<file path="src/rtl/arr_check_sched.sv">
// ============================================================================
//  Module   : arr_check_sched
//  Brief    : Sequences a compare check across array instances 1..NUM_ARR
//             through an external mux, counting masked sig/rfr mismatches.
//  Revision : 1.0
// ============================================================================
`default_nettype none

module arr_check_sched #(
    parameter int NUM_ARR     = 128,
    parameter int WIDTH       = 128,
    parameter int HOLD_CYCLES = 2
) (
    input  logic             clk,
    input  logic             reset,
    input  logic             start,
    input  logic             mode_single,
    input  logic [7:0]       single_idx,
    input  logic             abort,
    input  logic [WIDTH-1:0] cmp_sig,
    input  logic [WIDTH-1:0] cmp_rfr,
    output logic [7:0]       sel,
    output logic             check,
    output logic             busy,
    output logic             done,
    output logic [15:0]      err_count,
    output logic             first_err_valid,
    output logic [7:0]       first_err_idx,
    output logic             range_err,
    output logic             aborted
);

    localparam logic [1:0] c_IDLE  = 2'd0;
    localparam logic [1:0] c_SETUP = 2'd1;
    localparam logic [1:0] c_CHECK = 2'd2;
    localparam logic [1:0] c_DONE  = 2'd3;

    localparam logic [7:0] c_NUM_ARR   = 8'(NUM_ARR);
    localparam logic [3:0] c_HOLD_LAST = 4'(HOLD_CYCLES - 1);

    logic [1:0]       r_state;
    logic [1:0]       w_next;
    logic [7:0]       r_sel;
    logic [3:0]       r_hold;
    logic             r_single;
    logic             r_range_bad;
    logic [15:0]      r_err_count;
    logic             r_first_valid;
    logic [7:0]       r_first_idx;
    logic             r_range_err;
    logic             r_aborted;
    logic [WIDTH-1:0] w_mask;
    logic             w_mismatch;

    always_ff @(posedge clk) begin
        if (reset) begin
            r_state <= c_IDLE;
        end else begin
            r_state <= w_next;
        end
    end

    // An out-of-range single index still spends one SETUP cycle so the
    // done pulse lands at a fixed two cycles after accept.
    always_comb begin
        w_next = r_state;
        case (r_state)
            c_IDLE: begin
                if (start) w_next = c_SETUP;
            end
            c_SETUP: begin
                if (abort || r_range_bad)      w_next = c_DONE;
                else if (r_hold == c_HOLD_LAST) w_next = c_CHECK;
            end
            c_CHECK: begin
                if (!abort && !r_single && (r_sel < c_NUM_ARR)) w_next = c_SETUP;
                else                                             w_next = c_DONE;
            end
            default: w_next = c_IDLE;
        endcase
    end

    // Only bits below the selected index take part in the compare.
    always_comb begin
        w_mask = '0;
        for (int i = 0; i < WIDTH; i++) begin
            w_mask[i] = (i < int'(r_sel));
        end
        w_mismatch = |((cmp_sig ^ cmp_rfr) & w_mask);
    end

    always_ff @(posedge clk) begin
        if (reset) begin
            r_sel         <= '0;
            r_hold        <= '0;
            r_single      <= 1'b0;
            r_range_bad   <= 1'b0;
            r_err_count   <= '0;
            r_first_valid <= 1'b0;
            r_first_idx   <= '0;
            r_range_err   <= 1'b0;
            r_aborted     <= 1'b0;
        end else begin
            case (r_state)
                c_IDLE: begin
                    if (start) begin
                        r_sel         <= mode_single ? single_idx : 8'd1;
                        r_hold        <= '0;
                        r_single      <= mode_single;
                        r_range_bad   <= mode_single &&
                                         ((single_idx == 8'd0) || (single_idx > c_NUM_ARR));
                        r_err_count   <= '0;
                        r_first_valid <= 1'b0;
                        r_first_idx   <= '0;
                        r_range_err   <= 1'b0;
                        r_aborted     <= 1'b0;
                    end
                end
                c_SETUP: begin
                    if (abort || r_range_bad) begin
                        r_sel       <= '0;
                        r_hold      <= '0;
                        r_aborted   <= abort;
                        r_range_err <= r_range_bad;
                    end else if (r_hold == c_HOLD_LAST) begin
                        r_hold <= '0;
                    end else begin
                        r_hold <= r_hold + 4'd1;
                    end
                end
                c_CHECK: begin
                    if (w_mismatch) begin
                        if (r_err_count != 16'hFFFF) r_err_count <= r_err_count + 16'd1;
                        if (!r_first_valid) begin
                            r_first_valid <= 1'b1;
                            r_first_idx   <= r_sel;
                        end
                    end
                    if (abort) begin
                        r_aborted <= 1'b1;
                        r_sel     <= '0;
                    end else if (!r_single && (r_sel < c_NUM_ARR)) begin
                        r_sel <= r_sel + 8'd1;
                    end else begin
                        r_sel <= '0;
                    end
                end
                default: begin
                    r_sel <= '0;
                end
            endcase
        end
    end

    assign sel             = r_sel;
    assign check           = (r_state == c_CHECK);
    assign busy            = (r_state == c_SETUP) || (r_state == c_CHECK);
    assign done            = (r_state == c_DONE);
    assign err_count       = r_err_count;
    assign first_err_valid = r_first_valid;
    assign first_err_idx   = r_first_idx;
    assign range_err       = r_range_err;
    assign aborted         = r_aborted;

endmodule

`default_nettype wire

</file>
<file path="config.mk">
export PLATFORM = sky130hd
export DESIGN_NAME = arr_check_sched
export DESIGN_NICKNAME = d
export VERILOG_FILES = /design/src/rtl/arr_check_sched.sv
export SDC_FILE = /design/constraint.sdc
export NUM_CORES = 1
export LEC_CHECK = 0
export ABC_AREA = 1
export BUFFER_PORTS_ARGS = -buffer_cell sky130_fd_sc_hd__buf_2
export CAP_MARGIN = 30
export CORE_MARGIN = 10
export CORE_UTILIZATION = 37
export CTS_CLUSTER_DIAMETER = 80
export DETAILED_ROUTE_END_ITERATION = 16
export PLACE_DENSITY = 0.67
export SLEW_MARGIN = 30
export SYNTH_ARGS = -nofsm -noshare
export SYNTH_HDL_FRONTEND = slang
export SYNTH_SLANG_ARGS = --single-unit
</file>
<file path="constraint.sdc">
create_clock -name clk -period 2.7 [get_ports clk]
set_clock_uncertainty 0.05 [all_clocks]
set_input_delay 0.675 -clock clk [delete_from_list [all_inputs] [get_ports clk]]
set_output_delay 0.675 -clock clk [all_outputs]
set_load 0.01 [all_outputs]
</file>
==> impl_metrics.csv, run 1 <==
group,metric,value,unit
synth,synth-edff-count,0,
synth,syn_inst,1107,
floorplanning,die_area,0.0221,mm2
finish,fin_cells,1656,
timing,slew-limit-headroom,64.8,%
finish,fin_util,52.3,%
synth,ys_seq_area_share,14.0,%
clocking,htreeDepth,2,
global_route,grt_max_degree,31,
finish,fill_cells,1715,
synth,synth.largest_area_cell,"nand2_1",
setup_path,cp.required,2.88,ns
global_route,grt_use_total,23.7,%
clocking,clockBufferDepth,2,
timing,drv_slew,0,
finish,mostFrequentLayoutCells,"372 x nand2_1, 306 x buf_2, 148 x nor2_1",
timing,fmaxAchievable,391,MHz
route,dr.pass1.iters,5,
synth,synth_top_area_share,23.0,%
clocking,cts_tree,"done",
route,drt-total-wl,28.2,mm
run_status,run_status,"finished clean",
timing,setup_tns,0,ns
timing,fin_crit,2.56,ns
finish,final_common_cell,"nand2_1",
synth,synth.area.top_cells,"nand2_1 23%, xor2_1 15%, dfxtp_1 14%",
hold_path,hold_class,"register to register",
setup_path,path_class,"register to register",
floorplanning,initial_core_util,38.2,%
pwr,ir_worst_vdd,0.497,mV
floorplanning,die_y,149,um
setup_path,critPathLaunchType,"register",
finish,areaGrowthSynthToFinish,37.0,%
placed_design,place.gp.congestion,0.958,
run,cap_viol_max_count,0,
clocking,path_clk_slew,0.06,ns
global_route,grt_pass1_vias,8104,
setup_path,cp_data_arrival_time,2.74,ns
route,wl_per_cell,17.0,um
clocking,cts_buffers,5,
route,routed_via_density,5.05,
clocking,clock-root-buffer,"clkbuf_16",
clocking,clock-sinks,43,
timing,setup_viol,0,
synth,async_flop_share,0,%
hold_path,whs_path_depth,2,
placed_design,portBuffers,306,
synth,ys.flop_type,"dfxtp_1",
floorplanning,die-width,149,um
setup_path,cp-end-kind,"register",
setup_path,crit_fanout,7,
synth,syn_avg_cell_area,5.53,um2
pwr,leakage,4.60,nW
placed_design,dp_cells,1639,
synth,ys_warn_count,0,
route,drt_iter0_drc,648,
timing,setup_slack,0.140,ns
timing,tightest_slew,0.528,ns
timing,holdWs,0.419,ns
pwr,power.density,833,mW/mm2
finish,finalNetCount,1718,
placed_design,pre_cts_ws,-0.0632,ns
timing,period_share,94.8,%
route,drc,0,
timing,finalHoldViolations,0,
route,detail-route-antenna-nets,0,
finish,drive_gt1_share,28.6,%
synth,ys_ff_latch,43,
route,vias,8365,
synth,syn_area,0.00613,mm2
global_route,antenna_found_initial,1,
synth,ys_types,39,
floorplanning,core-area,0.0161,mm2
global_route,overflow,0,
global_route,grt_pass1_wl,42.3,mm
synth,syn_nets,1387,
setup_path,r2r.worst_path.cells,18,
floorplanning,rows,46,
placed_design,dpl.hpwl,23.3,mm
clocking,insertion_delay,0.29,ns
floorplanning,boundaryPins,307,
==> registers in the layout (all words and copies together), names as in the netlist <==
| name | flops |
|---|---|
| aborted | 1 |
| err_count | 16 |
| first_err_idx | 8 |
| first_err_valid | 1 |
| r_hold | 4 |
| r_range_bad | 1 |
| r_single | 1 |
| r_state | 2 |
| range_err | 1 |
| sel | 8 |
==> layer usage <==
layer  GRT usage, %  wire length (um)  vias to the layer above
li1               -                 -                     4178
met1           28.1             10800                     3712
met2           41.6             13600                      431
met3           5.52              3040                       44
met4           6.64               700                        0
met5              0                 0                        -
==> cells in the mapped netlist, types with 4 or more instances <==
cell type,count
a21oi_1,28
a221oi_1,7
buf_2,11
buf_4,5
buf_6,4
clkbuf_1,11
dfxtp_1,43
ha_1,11
inv_1,101
inv_2,6
nand2_1,375
nand2_4,4
nand3_1,125
nand4_1,33
nor2_1,151
nor2_2,4
nor2_4,6
o21ai_0,33
xnor2_1,11
xor2_1,106
==> final timing paths <==
kind	start	end	slack, ns
worst max-delay path	sel[0]	err_count[5]	0.14
worst max register to register	sel[0]	err_count[5]	0.14
worst min register to register	r_single	r_single	0.42
worst min-delay path	r_single	r_single	0.42
==> per-stage QoR <==
stage | power [mW] | area, um2
2_1_floorplan | 4.38 | 6130
3_3_place_gp | 6.04 | 8070
3_5_place_dp | 6.06 | 8070
4_1_cts | 6.83 | 8260
5_1_grt | 7.64 | 8390
6_report | 7.00 | 8390
==> repair_timing <==
item	in CTS	in global routing
hold buffers	0	0
setup endpoints to repair	22	25
pin swaps	0	4
buffers inserted	0	5
resized for setup	3	24
gates cloned	1	2
==> power by group <==
part	switching, mW	internal [mW]	total, mW
clock	0.260	0.460	0.720
sequential	0.254	0.828	1.08
combinational	3.36	1.84	5.19
==> cells by family after synthesis <==
family	count (synthesis)	synth area share, %
and+or+nand+nor	712	49.7
AOI/OAI and AO/OA	81	7.45
buffers and inverters	143	9.78
DFF	43	14.0
xor gates and xnor gates	117	16.7
adders and majority gates	11	2.25
==> layout make-up <==
class,count,area (um2),share of cell area (%)
sequential,43,868,10.3
multi-input combinational,924,4760,56.7
tap,216,270,3.22
clock buffer,6,139,1.65
inverter,110,413,4.92
timing repair buffer,354,1900,22.7
antenna,1,2.50,0.0298
clock inverter,2,35.0,0.417
==> critical path, stage by stage, from the launching register on <==
cell,delay [ns]
dfxtp_2,0.35
inv_1,0.11
ha_1,0.21
buf_4,0.15
nand2_1,0.07
inv_1,0.17
nand2_1,0.08
nand3_1,0.08
nand2_1,0.05
nor2_1,0.10
nand2_1,0.12
nor2_1,0.14
nand2_1,0.12
nor2_4,0.17
nand2_4,0.15
buf_12,0.17
nand4_1,0.06
nand2_1,0.06
nor2_1,0.08
Power figures use the tool's default switching activity.
==> run 2, diff against run 1 <==
==> constraint.sdc (replaced) <==
create_clock -name clk -period 2.5 [get_ports clk]
set_clock_uncertainty 0.05 [all_clocks]
set_input_delay 0.625 -clock clk [delete_from_list [all_inputs] [get_ports clk]]
set_output_delay 0.625 -clock clk [all_outputs]
set_load 0.01 [all_outputs]
==> impl_metrics.csv, run 2 (synthesis results as in run 1) <==
group,metric,value,unit
pwr,leakage,4.97,nW
timing,slew-limit-headroom,59.7,%
timing,rsz0062_at_grt,"yes",
placed_design,placed_area,0.00838,mm2
clocking,insertion_delay,0.29,ns
clocking,htreeDepth,2,
timing,drv_slew,0,
run,cap_viol_max_count,0,
timing,fin_crit,2.43,ns
pwr,ir_worst_vdd,0.580,mV
setup_path,cpLargestDelayFamily,"simple AND/OR/NAND/NOR gates",
placed_design,dpl.hpwl,23.6,mm
route,detail-route-antenna-nets,0,
finish,fin_util,58.1,%
setup_path,path_cells,"buf_6 > inv_8 > nand2_8 > nor2_4 > clkbuf_2 > nand2_1 > nand3_1 > nand2_1 > nor2_2 > nand3_1 > nor2_1 > nand2_1 > nor2_4 > nand2_4 > buf_6 > nand4_1 > nand2_1 > nor2_1",
finish,largest_register_ffs,16,
finish,final_common_cell,"nand2_1",
finish,finalNetCount,1778,
placed_design,portBuffers,306,
clocking,clock-sinks,43,
clocking,clock-root-buffer,"clkbuf_16",
run_status,run_status,"finished clean",
setup_path,cp_num_buf_inv,4,
finish,fill_cells,1621,
clocking,clockBufferDepth,2,
setup_path,crit_fanout,6,
floorplanning,die-width,149,um
timing,fmaxAchievable,412,MHz
global_route,busiest_layer,"met2",
hold_path,hold_class,"register to register",
finish,drive_gt1_share,36.1,%
floorplanning,rows,46,
route,dr.pass1.iters,5,
route,drt_iter0_drc,785,
route,wl_per_cell,17.1,um
placed_design,place.gp.congestion,0.976,
route,vias,8722,
timing,tightest_slew,0.603,ns
timing,setup_tns,0,ns
setup_path,cp-end-kind,"register",
global_route,use_met1,28.6,%
setup_path,crit_top_cell,"nand2_1",
global_route,grt_use_total,23.8,%
global_route,gr-usage-met2,41.7,%
clocking,cts_tree,"done",
finish,diodes,0,
route,routed_via_density,5.09,
setup_path,cp.required,2.68,ns
clocking,cts_buffers,5,
timing,period_share,97.1,%
global_route,grt_pass1_vias,8119,
finish,areaGrowthSynthToFinish,52.3,%
setup_path,worst_path_largest_cell_delay,0.34,ns
setup_path,slowest_stage,"dfxtp_2",
global_route,grt_max_degree,31,
floorplanning,die_area,0.0221,mm2
global_route,overflow,0,
timing,setup_viol,0,
global_route,grt_use_met3,5.25,%
setup_path,critPathLaunchType,"register",
setup_path,path_class,"register to register",
pwr,power.density,945,mW/mm2
clocking,path_clk_slew,0.06,ns
timing,finalHoldViolations,0,
floorplanning,boundaryPins,307,
route,drt-total-wl,29.4,mm
finish,mostFrequentLayoutCells,"342 x nand2_1, 307 x buf_2, 129 x nor2_1",
global_route,grt_pass1_wl,42.5,mm
route,drc,0,
global_route,antenna_found_initial,0,
floorplanning,die_y,149,um
setup_path,cp_data_arrival_time,2.60,ns
floorplanning,initial_core_util,38.2,%
floorplanning,core-area,0.0161,mm2
finish,stdcell_area,0.00933,mm2
==> run 2: what timing repair did <==
action / in CTS / in global routing
buffers inserted: 3 / 24
cloned: 2 / 4
resized for setup: 16 / 152
hold buffers: 0 / 0
setup endpoints to repair: 24 / 25
pin swaps: 3 / 36
==> run 2: worst reg2reg max path, delay by kind of cell, from the launching register on <==
kind	cells	cell delay, ns
and+or+nand+nor	14	1.43
buffers and inverters	4	0.53
DFF	1	0.34
==> run 2: metal layers <==
metal,routed length [um],part of all wire [%]
met1,11600,40
met2,14000,48
met3,2900,9.9
met4,835,2.8
met5,0,0
==> run 2: final timing paths <==
check                        to  startpoint  slack, ns  cells after the start
hold / removal         r_single    r_single       0.42                      2
setup / recovery  err_count[11]      sel[7]       0.07                     18
setup reg to reg  err_count[11]      sel[7]       0.07                     18
hold reg to reg        r_single    r_single       0.42                      2
==> run 2: power breakdown <==
group	leakage [nW]	internal, mW	switching (mW)
Sequential	0.357	0.916	0.308
Clock	0.0727	0.390	0.276
Combinational	4.54	2.76	4.16
==> run 2: metrics by stage <==
| step | total power, mW | std cells | hold WS, ns | setup slack (ns) |
|---|---|---|---|---|
| 2_1_floorplan | 4.73 | 1107 | 0.395 | 0.0773 |
| 3_3_place_gp | 6.84 | 1674 | 0.397 | -0.208 |
| 3_5_place_dp | 6.88 | 1674 | 0.403 | -0.199 |
| 4_1_cts | 7.68 | 1686 | 0.416 | 0.000481 |
| 5_1_grt | 9.54 | 1714 | 0.439 | -0.0789 |
| 6_report | 8.82 | 1714 | 0.417 | 0.0734 |
==> run 2: cell type report <==
type / instances / area [um2] / area share [%]
clock inverters: 1 / 5.00 / 0.0536
inverters: 110 / 458 / 4.91
repair buffers: 414 / 2510 / 26.9
flip-flops and latches: 43 / 888 / 9.52
clock buffers: 6 / 139 / 1.49
multi-input cells: 924 / 5060 / 54.2
well taps: 216 / 270 / 2.90
==> run 3, diff against run 2 <==
--- a/config.mk
+++ b/config.mk
@@ -9,10 +9,10 @@
 export BUFFER_PORTS_ARGS = -buffer_cell sky130_fd_sc_hd__buf_2
 export CAP_MARGIN = 30
 export CORE_MARGIN = 10
-export CORE_UTILIZATION = 37
+export CORE_UTILIZATION = 48
 export CTS_CLUSTER_DIAMETER = 80
 export DETAILED_ROUTE_END_ITERATION = 16
-export PLACE_DENSITY = 0.67
+export PLACE_DENSITY = 0.83
 export SLEW_MARGIN = 30
 export SYNTH_ARGS = -nofsm -noshare
 export SYNTH_HDL_FRONTEND = slang
==> impl_metrics.csv, run 3 (synthesis results as in run 1) <==
group,metric,value,unit
clocking,htreeDepth,2,
floorplanning,core-area,0.0126,mm2
clocking,path_clk_slew,0.06,ns
global_route,grt_use_total,28.4,%
timing,fmaxAchievable,403,MHz
floorplanning,boundaryPins,307,
timing,rsz0062_at_grt,"yes",
route,routed_via_density,5.30,
floorplanning,initial_core_util,48.8,%
pwr,leakage,4.91,nW
placed_design,dp_cells,1626,
timing,drv_slew,0,
pwr,ir_worst_vdd,0.666,mV
finish,largest_register_ffs,16,
floorplanning,die_area,0.0177,mm2
route,drt_iter0_drc,725,
finish,mostFrequentLayoutCells,"357 x nand2_1, 306 x buf_2, 137 x nor2_1",
setup_path,critPathLaunchType,"register",
global_route,grt_pass1_wl,41.6,mm
route,wl_per_cell,17.1,um
timing,setup_viol,0,
clocking,cts_tree,"done",
placed_design,placed_area,0.00832,mm2
run_status,run_status,"finished clean",
placed_design,pre_cts_ws,-0.0528,ns
pwr,power.density,973,mW/mm2
placed_design,portBuffers,306,
route,detail-route-antenna-nets,0,
route,drc,0,
finish,stdcell_area,0.00915,mm2
setup_path,path_class,"register to register",
finish,final_common_cell,"nand2_1",
clocking,clock-root-buffer,"clkbuf_16",
global_route,grt_max_degree,23,
timing,setup_slack,0.0206,ns
timing,tightest_slew,0.779,ns
placed_design,place.gp.congestion,1.03,
global_route,overflow,0,
route,vias,8806,
finish,finalNetCount,1767,
floorplanning,rows,41,
finish,fill_cells,1118,
timing,slew-limit-headroom,48.1,%
setup_path,crit_fanout,12,
timing,period_share,99.2,%
timing,setup_tns,0,ns
hold_path,hold_class,"register to register",
clocking,clock-sinks,43,
clocking,clockBufferDepth,2,
setup_path,cp.required,2.67,ns
finish,areaGrowthSynthToFinish,49.3,%
timing,fin_crit,2.48,ns
route,dr.pass1.iters,5,
global_route,antenna_found_initial,2,
floorplanning,die-width,133,um
finish,drive_gt1_share,34.2,%
floorplanning,die_y,133,um
timing,finalHoldViolations,0,
finish,fin_cells,1661,
run,cap_viol_max_count,0,
route,drt-total-wl,28.4,mm
clocking,cts_buffers,5,
placed_design,dpl.hpwl,22.1,mm
clocking,insertion_delay,0.29,ns
global_route,grt_pass1_vias,8425,
setup_path,cp-end-kind,"register",
setup_path,cp_data_arrival_time,2.65,ns
finish,fin_util,72.8,%
## run 3: cell count changes in the layout (fill, tap and decap cells not counted), sizes merged
cell,change
clkbuf,-1
clkinvlp,-1
inv,+2
clkinv,-2
nand2,-1
bufinv,+1
buf,-11
o21ai,+1
diode,+2
nor2,+1
## run 3: where the power goes
group	internal [mW]	total, mW	leakage (nW)	switching [mW]
clock	0.467	0.743	0.0769	0.276
sequential	0.918	1.23	0.357	0.314
combinational	2.83	6.92	4.48	4.09
## run 3: per-layer routing
layer / vias up / GRT usage (%) / share of wire [%]
met5: - / 0 / 0
li1: 4287 / - / -
met3: 102 / 6.36 / 9.8
met1: 3897 / 32.1 / 37
met2: 520 / 49.4 / 49
met4: 0 / 13.4 / 4.4
## run 3: final timing paths
| check | slack (ns) | to | depth (start not counted) | startpoint |
|---|---|---|---|---|
| max | 0.02 | first_err_idx[0] | 17 | sel[6] |
| min | 0.41 | first_err_idx[2] | 2 | first_err_idx[2] |
| max reg2reg | 0.02 | first_err_idx[0] | 17 | sel[6] |
| min reg2reg | 0.41 | first_err_idx[2] | 2 | first_err_idx[2] |
## run 3: metrics by stage
step | hold WS (ns) | total power [mW]
global placement | 0.398 | 6.86
finish | 0.415 | 8.90
global route | 0.440 | 9.56
floorplan | 0.395 | 4.73
detailed placement | 0.400 | 6.90
CTS | 0.416 | 7.77
## run 3: what timing repair did
| item | in CTS | in global routing |
|---|---|---|
| pin swaps | 5 | 41 |
| hold buffers | 0 | 0 |
| gates cloned | 2 | 3 |
| setup endpoints to repair | 23 | 25 |
| buffers inserted | 6 | 16 |
| resized for setup | 15 | 111 |
## run 3: cell type report
class                           instances  area (um2)  area share [%]
Timing Repair Buffer                  402        2450            26.8
Clock buffer                            6         129            1.41
Antenna cell                            2        5.00          0.0547
Inverter                              110         444            4.86
Clock inverter                          1        30.0           0.328
Multi-Input combinational cell        925        4980            54.5
Sequential cell                        43         891            9.74
Tap cell                              172         215            2.35
## run 3: worst max-delay path, stage by stage, from the launching register on
cell and delay, ns:
dfxtp_4 0.39, nor2_4 0.17, buf_6 0.13, nand2_1 0.04, buf_4 0.18, nand2_1 0.08
nor2_1 0.07, nor2_1 0.12, nand2_1 0.06, nor2_1 0.09, nand2_1 0.07, nor2_1 0.12
nand2_1 0.10, nor2_4 0.15, nand2_4 0.15, nand3_4 0.18, nand2_2 0.08, a21oi_2 0.16
